`config.mk`:
```
export PLATFORM = sky130hd
export DESIGN_NAME = arith_fptosi_arbiter
export DESIGN_NICKNAME = d
export VERILOG_FILES = /design/src/rtl/arith_fptosi_arbiter.sv
export SDC_FILE = /design/constraint.sdc
export NUM_CORES = 1
export LEC_CHECK = 0
export CAP_MARGIN = 0
export CORE_AREA = 2 2 136 138
export DETAILED_ROUTE_END_ITERATION = 8
export DIE_AREA = 0 0 138 140
export GPL_ROUTABILITY_DRIVEN = 1
export GPL_TIMING_DRIVEN = 0
export PLACE_DENSITY_LB_ADDON = 0.15
export SLEW_MARGIN = 20
export SYNTH_ARGS = -nofsm -noshare
export SYNTH_HDL_FRONTEND = slang
export SYNTH_SLANG_ARGS = --single-unit
```
`constraint.sdc`:
```
create_clock -name clk -period 2.8 [get_ports clk]
set_input_delay 0.56 -clock clk [delete_from_list [all_inputs] [get_ports clk]]
set_output_delay 0.56 -clock clk [all_outputs]
set_load 0.01 [all_outputs]
```
`src/rtl/arith_fptosi_arbiter.sv`:
```
// Round-robin front end that shares one float-to-signed-int converter between NUM_REQ requesters.
// Results return in issue order through a tag FIFO. The request and response paths are purely combinational.
module arith_fptosi_arbiter #(
  parameter int NUM_REQ         = 4,
  parameter int IN_WIDTH        = 32,
  parameter int OUT_WIDTH       = 32,
  parameter int MAX_OUTSTANDING = 4
) (
  input  logic                              clk,
  input  logic                              rst,
  input  logic [NUM_REQ-1:0]                req_valid,
  output logic [NUM_REQ-1:0]                req_ready,
  input  logic [NUM_REQ*IN_WIDTH-1:0]       req_data,
  output logic                              cvt_a_valid,
  input  logic                              cvt_a_ready,
  output logic [IN_WIDTH-1:0]               cvt_a_data,
  input  logic                              cvt_result_valid,
  output logic                              cvt_result_ready,
  input  logic [OUT_WIDTH-1:0]              cvt_result_data,
  output logic [NUM_REQ-1:0]                resp_valid,
  input  logic [NUM_REQ-1:0]                resp_ready,
  output logic [NUM_REQ*OUT_WIDTH-1:0]      resp_data,
  output logic [$clog2(MAX_OUTSTANDING):0]  outstanding,
  output logic                              err_orphan
);

  localparam int IDX_W = $clog2(NUM_REQ);
  localparam int PTR_W = $clog2(MAX_OUTSTANDING);
  localparam int CNT_W = PTR_W + 1;

  typedef enum logic {ST_OPEN, ST_LOCKED} state_t;

  state_t              state_reg, state_next;
  logic [IDX_W-1:0]    grant_reg, rr_ptr_reg;
  logic [IDX_W-1:0]    cand_idx, grant_idx, head_tag;
  logic                cand_found, grant_valid;
  logic                issue_fire, result_fire;
  logic                fifo_full, fifo_empty;
  logic [IDX_W-1:0]    tag_mem [MAX_OUTSTANDING];
  logic [PTR_W-1:0]    wr_ptr_reg, rd_ptr_reg;
  logic [CNT_W-1:0]    count_reg;
  logic                err_orphan_reg;
  logic [IN_WIDTH-1:0] req_data_arr [NUM_REQ];
  int                  scan_idx;

  genvar gi;
  generate
    for (gi = 0; gi < NUM_REQ; gi++) begin : g_port
      assign req_data_arr[gi] = req_data[gi*IN_WIDTH +: IN_WIDTH];
      assign req_ready[gi]    = issue_fire & (grant_idx == IDX_W'(gi));
      assign resp_valid[gi]   = ~rst & cvt_result_valid & ~fifo_empty & (head_tag == IDX_W'(gi));
      assign resp_data[gi*OUT_WIDTH +: OUT_WIDTH] = cvt_result_data;
    end
  endgenerate

  // First valid requester at or after rr_ptr, wrapping modulo NUM_REQ.
  always_comb begin
    cand_found = 1'b0;
    cand_idx   = '0;
    scan_idx   = 0;
    for (int k = 0; k < NUM_REQ; k++) begin
      scan_idx = int'(rr_ptr_reg) + k;
      if (scan_idx >= NUM_REQ) scan_idx = scan_idx - NUM_REQ;
      if (!cand_found && req_valid[scan_idx]) begin
        cand_found = 1'b1;
        cand_idx   = IDX_W'(scan_idx);
      end
    end
  end

  // Arbiter state register, plus the grant latch and the round-robin pointer.
  always_ff @(posedge clk or posedge rst) begin
    if (rst) begin
      state_reg  <= ST_OPEN;
      grant_reg  <= '0;
      rr_ptr_reg <= '0;
    end else begin
      state_reg <= state_next;
      if (state_reg == ST_OPEN) grant_reg <= cand_idx;
      if (issue_fire)
        rr_ptr_reg <= (grant_idx == IDX_W'(NUM_REQ-1)) ? '0 : grant_idx + 1'b1;
    end
  end

  always_comb begin
    state_next = state_reg;
    case (state_reg)
      ST_OPEN:   if (cvt_a_valid && !cvt_a_ready) state_next = ST_LOCKED;
      ST_LOCKED: if (issue_fire) state_next = ST_OPEN;
      default:   state_next = ST_OPEN;
    endcase
  end

  always_comb begin
    grant_idx   = cand_idx;
    grant_valid = cand_found;
    if (state_reg == ST_LOCKED) begin
      grant_idx   = grant_reg;
      grant_valid = req_valid[grant_reg];
    end
  end

  assign fifo_full        = (count_reg == CNT_W'(MAX_OUTSTANDING));
  assign fifo_empty       = (count_reg == '0);
  // A pop in the same cycle never frees a slot for an issue while full.
  assign cvt_a_valid      = ~rst & grant_valid & ~fifo_full;
  assign cvt_a_data       = req_data_arr[grant_idx];
  assign issue_fire       = cvt_a_valid & cvt_a_ready;
  assign head_tag         = tag_mem[rd_ptr_reg];
  assign cvt_result_ready = ~rst & ~fifo_empty & resp_ready[head_tag];
  assign result_fire      = cvt_result_valid & cvt_result_ready;
  assign outstanding      = count_reg;
  assign err_orphan       = err_orphan_reg;

  always_ff @(posedge clk) begin
    if (issue_fire) tag_mem[wr_ptr_reg] <= grant_idx;
  end

  always_ff @(posedge clk or posedge rst) begin
    if (rst) begin
      wr_ptr_reg     <= '0;
      rd_ptr_reg     <= '0;
      count_reg      <= '0;
      err_orphan_reg <= 1'b0;
    end else begin
      if (issue_fire)  wr_ptr_reg <= wr_ptr_reg + 1'b1;
      if (result_fire) rd_ptr_reg <= rd_ptr_reg + 1'b1;
      case ({issue_fire, result_fire})
        2'b10:   count_reg <= count_reg + 1'b1;
        2'b01:   count_reg <= count_reg - 1'b1;
        default: count_reg <= count_reg;
      endcase
      if (cvt_result_valid && fifo_empty) err_orphan_reg <= 1'b1;
    end
  end

endmodule

```
* Word level (Yosys, flattened, before mapping)
Memory sizes are Yosys's and may differ from the RTL's.
Index checks and enable logic that the tools add are counted.
** Operators by class
- Bitwise gates (word level) :: 21
- Muxes and demuxes :: 40
- Magnitude comparators :: 11
- Reduce and logical (&&, ||, !) cells :: 13
- Eq/ne operators :: 9
- Add/subtract/negate cells :: 12
** Operator list (number)
- $mux W32 :: 6
- $lt A32 B4 Y1 const B :: 4
- $bmux W32 S2 :: 1
- $mux W1 :: 19
- $and A1 B1 Y1 :: 16
- $bmux W1 S2 :: 6
- $ge A3 B3 Y1 const B :: 4
- $mux W2 :: 6
- $sub A3 B3 Y4 const B :: 3
- $eq A2 B2 Y1 const B :: 5
- $add A2 B1 Y2 const B :: 3
- $add A2 B2 Y3 const B :: 2
- $eq A2 B1 Y1 const B :: 3
- $lt A2 B3 Y1 const B :: 2
- $pmux W3 S2 :: 1
- $logic_and A1 B1 Y1 :: 5
- $logic_not A1 Y1 :: 4
- $logic_not A2 Y1 :: 2
- $not A1 Y1 :: 4
- $sub A2 B3 Y4 const B :: 1
- $add A2 B1 Y3 const B :: 1
- $add A3 B1 Y3 const B :: 1
- $eq A3 B3 Y1 const B :: 1
- $ge A2 B3 Y1 const B :: 1
- 5 further kinds :: 5
** Storage, ports and cells
- Logic and storage cells :: 114
- Bits in registers :: 13
- Memories kept :: 1
- Output and inout port bits :: 174
- Memory bits (writable) :: 8
** Memories
- tag_mem :: words 4, width 2, read ports 1, clocked after Yosys merged registers in 0, wr ports 1, line 39 : logic [IDX_W-1:0] tag_mem [MAX_OUTSTANDING];

* Longest topological paths before layout
Gate-level depths: netlist of the first run.
- Depth in word-level cells :: 21
- Depth in mapped cells :: 12
- Depth with buffers taken out :: 11

* Worst setup path after synthesis of the first run
Ideal clock, no wire load.
- Path kind :: in2out
- Start :: input port req_valid[2]
- End :: output port req_ready[0]
- Stages :: 8
- Arrival time :: 2.232 ns
- Path slack :: 0.008 ns
- Buffers on the path :: 2
- Cells stage by stage :: nor2b_1 -> a2111oi_0 -> a221o_1 -> buf_2 -> buf_1 -> inv_1 -> ha_1 -> and3_1
** Between the ends
- Elaborated cells between the ends (all ways) :: 35
** RTL lines
- start, declared :: line 11 : input logic [NUM_REQ-1:0] req_valid,
- $bmux W1 S2 :: line 64 : if (!cand_found && req_valid[scan_idx]) begin
- $mux W1 (implied by the code) (2 in series) :: line 64
- $mux W1 :: line 64
- $logic_not A1 Y1 :: line 64
- $logic_and A1 B1 Y1 :: line 64
- $mux W1 :: line 64
- $logic_not A1 Y1 :: line 64
- $logic_and A1 B1 Y1 :: line 64
- $mux W1 :: line 64
- $logic_not A1 Y1 :: line 64
- $logic_and A1 B1 Y1 :: line 64
- $mux W2 (*) :: line 64
- $mux W2 (*) :: line 97 : if (state_reg == ST_LOCKED) begin
- net grant_idx[0] :: line 35 : logic [IDX_W-1:0] cand_idx, grant_idx, head_tag;
- $logic_not A2 Y1 (*) :: line 50 : assign req_ready[gi] = issue_fire & (grant_idx == IDX_W'(gi));
- $and A1 B1 Y1 (*) :: line 50
- end, declared :: line 12 : output logic [NUM_REQ-1:0] req_ready,
The timed path passes the listed nets; every way through them passes the cells marked *. The select of a mux whose other input is x is not followed.

* Worst setup path after layout of the first run
- Start :: input port req_valid[0]
- End :: output port req_ready[1]
** Between the ends
- Elaborated cells between the ends (all ways) :: 35
** RTL lines (line)
- $bmux W1 S2 :: 64
- $mux W1 (implied by the code) (2 in series) :: 64
- $mux W1 :: 64
- $logic_not A1 Y1 :: 64
- $logic_and A1 B1 Y1 :: 64
- $mux W1 :: 64
- $logic_not A1 Y1 :: 64
- $logic_and A1 B1 Y1 :: 64
- $mux W1 :: 64
- $logic_not A1 Y1 :: 64
- $logic_and A1 B1 Y1 :: 64
- $mux W2 (*) :: 64
- $mux W2 (*) :: 97
- net grant_idx[0] :: 35
- $eq A2 B1 Y1 (*) :: 50
- $and A1 B1 Y1 (*) :: 50
Marks and branches as above.

==> impl_metrics.toml, run 1 <==
[finish]
diodes = 0
final_cell_mix = "clkdlybuf4s50_1 (266), buf_4 (153), a21oi_1 (30)"
largest_register_ffs = 8
drive_gt1_share_pct = 35.4
area_growth_syn_to_layout_pct = 122
final_cells = 947
nFillCells = 1820
multi_input_area_sq_mm = 0.00174
final_cell_area_sq_mm = 0.00711
layout.nets = 901
register_area_sq_um = 571
final_common_cell = "clkdlybuf4s50_1"
regMostFlops = "tag_mem"

[detailed_routing]
wire_per_inst_um = 18.0
vias = 3779
drtIter0Drc = 98
vias_per_cell = 3.99
drc = 0
drt_pre_antenna_iters = 4
drt-total-wl_um = 17100
ant_nets = 0

[critical_path]
critical_path_arrival_ns = 2.25
worstSetupEndpointType = "primary output"
path_class = "input pin to primary output"
worstPathRequired_ns = 2.24
worst-path-max-fanout = 6
crit_path_start_kind = "input pin"

[yosys]
synth_seq_cells = 21
syn_area_per_cell_sq_um = 8.43
synth_cell_types = 40
synth.cell_area_sq_mm = 0.00320
ys_seq_area_share_pct = 17.7
synth_top_cell_area_share_pct = 30.0
yosysTopAreaCell = "buf_4"
postSynth.asyncResetShare_pct = 61.9
synthTopCellsByArea = "buf_4 (30%), mux2i_1 (11%), dfrtp_1 (10%)"
synth_fp_nets = 562
syn-instance-count = 380
yosysWarnings = 0
synth_ff_type = "dfrtp_1"
synth-edff-count = 8

[floorplan]
start_util_pct = 18.0
io_pins = 346
die_w_um = 138
coreArea_sq_mm = 0.0178
die_h_um = 140
row_count = 49
die_area_sq_mm = 0.0193

[clock_network]
cts_max_level = 1
clock_latency_ns = 0.25
clock_path_buffers = 2
cts_tree = "built"
hold_buffers = 0
root_buffer = "clkbuf_16"
clk_pin_slew_ns = 0.06
numCtsBuffers = 3
clock-sinks = 21

[run_status]
status = "finished with violations"
violations = "negative setup slack"

[sta]
setup_viol = 1
fin_crit_ns = 2.81
period_share_pct = 100
hold_viol_final = 0
fin_tns_setup_ns = -0.00617
slew_headroom_pct = 64.0
setup_slack_ns = -0.00617
tightest_slew_ns = 0.540
clock_skew_ns = 0.00134
fmax_mhz = 356
report.final.slew_viol_count = 0
rsz0062_at_grt = "true"

[placement]
post-place-ws_ns = -1.75
io_buffers = 313
dpl.hpwl_um = 14500
gp_congestion = 0.834
placed_cell_area_sq_mm = 0.00662
dp_cells = 922

[worst_hold_path]
hp-class = "flip-flop to flip-flop"

[grt]
antenna_found_initial = 0
grt_pass1_vias = 4102
grt-ovfl-total = 0
top_usage_layer = "met2"
grt_max_degree = 14
track_usage_pct = 16.4
met2_usage_pct = 32.8
grtUsageMet3_pct = 6.94
grt_util_met1_pct = 15.9
grt_pass1_wl_um = 24900

[pwr]
leakage_nw = 3.11
power.total_mw = 5.72
ir_drop_mv = 0.456
power.density_mw_per_mm2 = 804

[job]
maxCapViolCount = 0
critical path, stage by stage:
cell,delay [ns]
buf_2,0.15
nor2b_1,0.15
a21oi_1,0.05
a221o_1,0.39
buf_6,0.16
buf_12,0.12
ha_1,0.21
and3_1,0.17
dlygate4sd2_1,0.28
path summary, 6_finish.rpt:
kind	endpoint	cells past startpoint	startpoint	slack, ns
setup / recovery	req_ready[1]	9	req_valid[0]	-0.006
hold / removal	err_orphan	1	err_orphan	0.47
setup reg to reg	outstanding[2]	9	rd_ptr_reg[0]	0.02
hold reg to reg	err_orphan	1	err_orphan	0.47
max in group asynchronous	rd_ptr_reg[0]	2	rst	1.84
min in group asynchronous	outstanding[0]	2	rst	0.57
metal layers:
layer / vias up / routed length, um / part of all wire (%)
li1: 1870 / - / -
met1: 1755 / 5760 / 34
met2: 142 / 9460 / 55
met3: 12 / 1660 / 9.7
met4: 0 / 214 / 1.3
met5: - / 0 / 0
area by class of cell:
class	count	area share, %
Buffer	146	16.9
Clock buffer	3	1.06
Clock inverter	1	0.0704
Inverter	11	0.581
Multi-Input combinational cell	200	24.5
Sequential cell	21	8.03
Tap cell	229	4.03
Timing Repair Buffer	336	44.9
Yosys cell counts, types with 2 or more instances:
cell type / instances
nand2_1: 3
nor2b_1: 5
clkbuf_1: 12
inv_1: 11
buf_4: 128
nand2b_1: 33
mux2_1: 3
a21oi_1: 33
mux4_2: 3
buf_2: 7
nor2_1: 7
ha_1: 9
nor3_1: 3
edfxtp_1: 8
a22oi_1: 32
xnor2_1: 3
and3_1: 8
dfrtp_1: 13
a2111oi_0: 2
xor2_1: 3
mux2i_1: 35
repair_timing:
| item | CTS | global route |
|---|---|---|
| setup buffers | 15 | 5 |
| gates cloned | 2 | 1 |
| gates resized for setup | 232 | 64 |
| endpoints found under the setup margin | 51 | 40 |
| pin swaps | 5 | 11 |
| endpoints found under the hold margin | 0 | 0 |
power breakdown:
part	switching, mW	leakage, nW	internal [mW]
sequential	0.108	0.220	0.456
clock	0.108	0.0409	0.192
combinational	2.25	2.85	2.60
stage by stage:
stage | hold WS [ns] | utilization (%)
after floorplan | 0.437 | -
after global placement | 0.444 | 37.2
after detailed placement | 0.449 | 37.2
after CTS | 0.466 | 38.8
after global routing | 0.502 | 40.0
final | 0.468 | 40.0
kinds of logic after synthesis:
kind of cell	Yosys count	synth area share, %
compound gates	76	15.6
xor+xnor	6	1.64
fa+ha+maj	10	4.14
buf+inv	159	33.9
flops	21	17.7
mux	41	14.1
simple gates	67	12.9
(Power assumes the default switching activity.)
==> run 2: changes to the inputs <==
--- a/config.mk
+++ b/config.mk
@@ -12,6 +12,7 @@
 export GPL_ROUTABILITY_DRIVEN = 1
 export GPL_TIMING_DRIVEN = 0
 export PLACE_DENSITY_LB_ADDON = 0.15
+export SETUP_SLACK_MARGIN = 0.1
 export SLEW_MARGIN = 20
 export SYNTH_ARGS = -nofsm -noshare
 export SYNTH_HDL_FRONTEND = slang
==> run 2 against run 1 <==
  * The flow now finishes without violations
  * Global-route usage grew 0.64 points
  * Via count grew 5.8%
  * Clock power grew 2%
  * Clock skew grew 0.0034 ns
  * Flip-flop and latch count is the same
  * Die area is the same
  * Count of clock-buffer cells in the layout is the same
  * Non-clock buffer count grew 17
  * Largest cell class unchanged
  * Register-to-register slack gained 0.02 ns
  * Combinational power grew 35%
  * Utilization grew 5.2 points
==> impl_metrics.toml, run 2 (same netlist as run 1, synthesis figures left out) <==
[critical_path]
r2r-start = "rd_ptr_reg[0]"
r2r-end = "outstanding[2]"
worstSetupEndpointType = "primary output"
rr_worst_depth = 10
crit_path_start_kind = "flip-flop"
rrSetupSlack_ns = 0.04
path_class = "flip-flop to primary output"
worst-path-max-fanout = 3
critical_path_arrival_ns = 2.23
worstPathRequired_ns = 2.24

[grt]
antenna_found_initial = 0
track_usage_pct = 17.1
grt_max_degree = 14
grt_pass1_wl_um = 25800
grt_pass1_vias = 4248
grt-ovfl-total = 0

[detailed_routing]
drt_pre_antenna_iters = 4
wire_per_inst_um = 19.2
drtIter0Drc = 101
vias_per_cell = 4.15
drt-total-wl_um = 18500
ant_nets = 0
drc = 0
vias = 4000

[finish]
final_cell_mix = "clkdlybuf4s50_1 (266), buf_4 (155), a22oi_2 (28)"
regMostFlops = "tag_mem"
final_cell_area_sq_mm = 0.00803
multi_input_area_sq_mm = 0.00223
final_util_pct = 45.2
area_growth_syn_to_layout_pct = 151
nFillCells = 1692
layout.nets = 918
diodes = 0
final_common_cell = "clkdlybuf4s50_1"
drive_gt1_share_pct = 49.0
register_area_sq_um = 571
largest_register_ffs = 8

[clock_network]
clock_path_buffers = 2
clock-sinks = 21
clk_pin_slew_ns = 0.06
hold_buffers = 0
root_buffer = "clkbuf_16"
cts_max_level = 1
numCtsBuffers = 3
cts_tree = "built"
clock_latency_ns = 0.25

[worst_hold_path]
hp-start = "err_orphan"
hp-class = "flip-flop to flip-flop"
min_path_cells = 1
holdPathEnd = "err_orphan"

[job]
maxCapViolCount = 0

[floorplan]
die_w_um = 138
start_util_pct = 18.0
io_pins = 346
die_area_sq_mm = 0.0193
row_count = 49
coreArea_sq_mm = 0.0178
die_h_um = 140

[sta]
setup_slack_ns = 0.00674
whs_ns = 0.454
report.final.slew_viol_count = 0
hold_viol_final = 0
rsz0062_at_grt = "true"
tightest_slew_ns = 0.553
fmax_mhz = 358
slew_headroom_pct = 62.9
clock_skew_ns = 0.00471
setup_viol = 0
fin_crit_ns = 2.79
period_share_pct = 99.8

[pwr]
power.total_mw = 7.41
leakage_nw = 3.39
power.density_mw_per_mm2 = 923
ir_drop_mv = 0.458

[placement]
dpl.hpwl_um = 14600
post-place-ws_ns = -1.44
gp_congestion = 0.800
io_buffers = 313
placed_cell_area_sq_mm = 0.00663

[run_status]
status = "finished, final reports clean"
run 2: changes by cell type in the layout (fill, tap and decap cells not counted), sizes merged:
cell,previous run,this run
clkinvlp,0,1
inv,11,9
clkinv,1,2
dlygate4sd2,6,5
buf,198,217
dlymetal6s2s,1,0
run 2: area by class of cell:
class / instances / area share (%)
Clock inverter: 1 / 0.0623
Timing Repair Buffer: 353 / 43.9
Multi-Input combinational cell: 200 / 27.7
Sequential cell: 21 / 7.10
Tap cell: 229 / 3.57
Clock buffer: 3 / 0.934
Inverter: 11 / 0.716
Buffer: 146 / 16.0
run 2: critical path, cell delays in order, from the launching register on:
cell and delay (ns):
dfrtp_2 0.37, buf_4 0.12, mux4_2 0.57, buf_6 0.16, mux2i_2 0.17, a2111oi_2 0.39, buf_2 0.20
run 2: metrics by stage:
stage	instances	setup TNS, ns
global route	964	-0.229
global placement	922	-47.16
floorplan	380	0
CTS	952	-0.383
detailed placement	922	-50.47
finish	964	0
run 2: power by group:
| part | switching, mW | internal [mW] | total [mW] |
|---|---|---|---|
| registers | 0.116 | 0.456 | 0.572 |
| logic | 2.83 | 3.71 | 6.54 |
| clock network | 0.113 | 0.192 | 0.305 |
run 2: timing repair:
item                                   in CTS  in global routing
pin swaps                                  30                 44
gates resized for setup                   340                112
setup endpoints to repair                  46                 41
endpoints found under the hold margin       0                  0
buffers inserted                           23                  8
gates cloned                                4                  7
run 2: how the worst max path moves through the flow:
stage | slack, ns | cells after the start | end | startpoint
2_1_floorplan | 0.08 | 9 | outstanding[2] | rd_ptr_reg[0]
3_3_place_gp | -1.36 | 8 | cvt_a_data[25] | req_valid[2]
3_5_place_dp | -1.44 | 8 | cvt_a_data[25] | req_valid[2]
4_1_cts | -0.08 | 10 | outstanding[2] | rd_ptr_reg[0]
5_1_grt | -0.06 | 10 | outstanding[2] | rd_ptr_reg[0]
6_report | 0.007 | 6 | cvt_result_ready | rd_ptr_reg[0]
run 2: routing by layer:
| layer | GRT usage [%] | vias up | wire length (um) |
|---|---|---|---|
| met5 | 0 | - | 0 |
| met4 | 1.13 | 0 | 117 |
| met1 | 17.9 | 1930 | 6640 |
| met2 | 34.6 | 162 | 10400 |
| li1 | - | 1899 | - |
| met3 | 5.16 | 9 | 1370 |
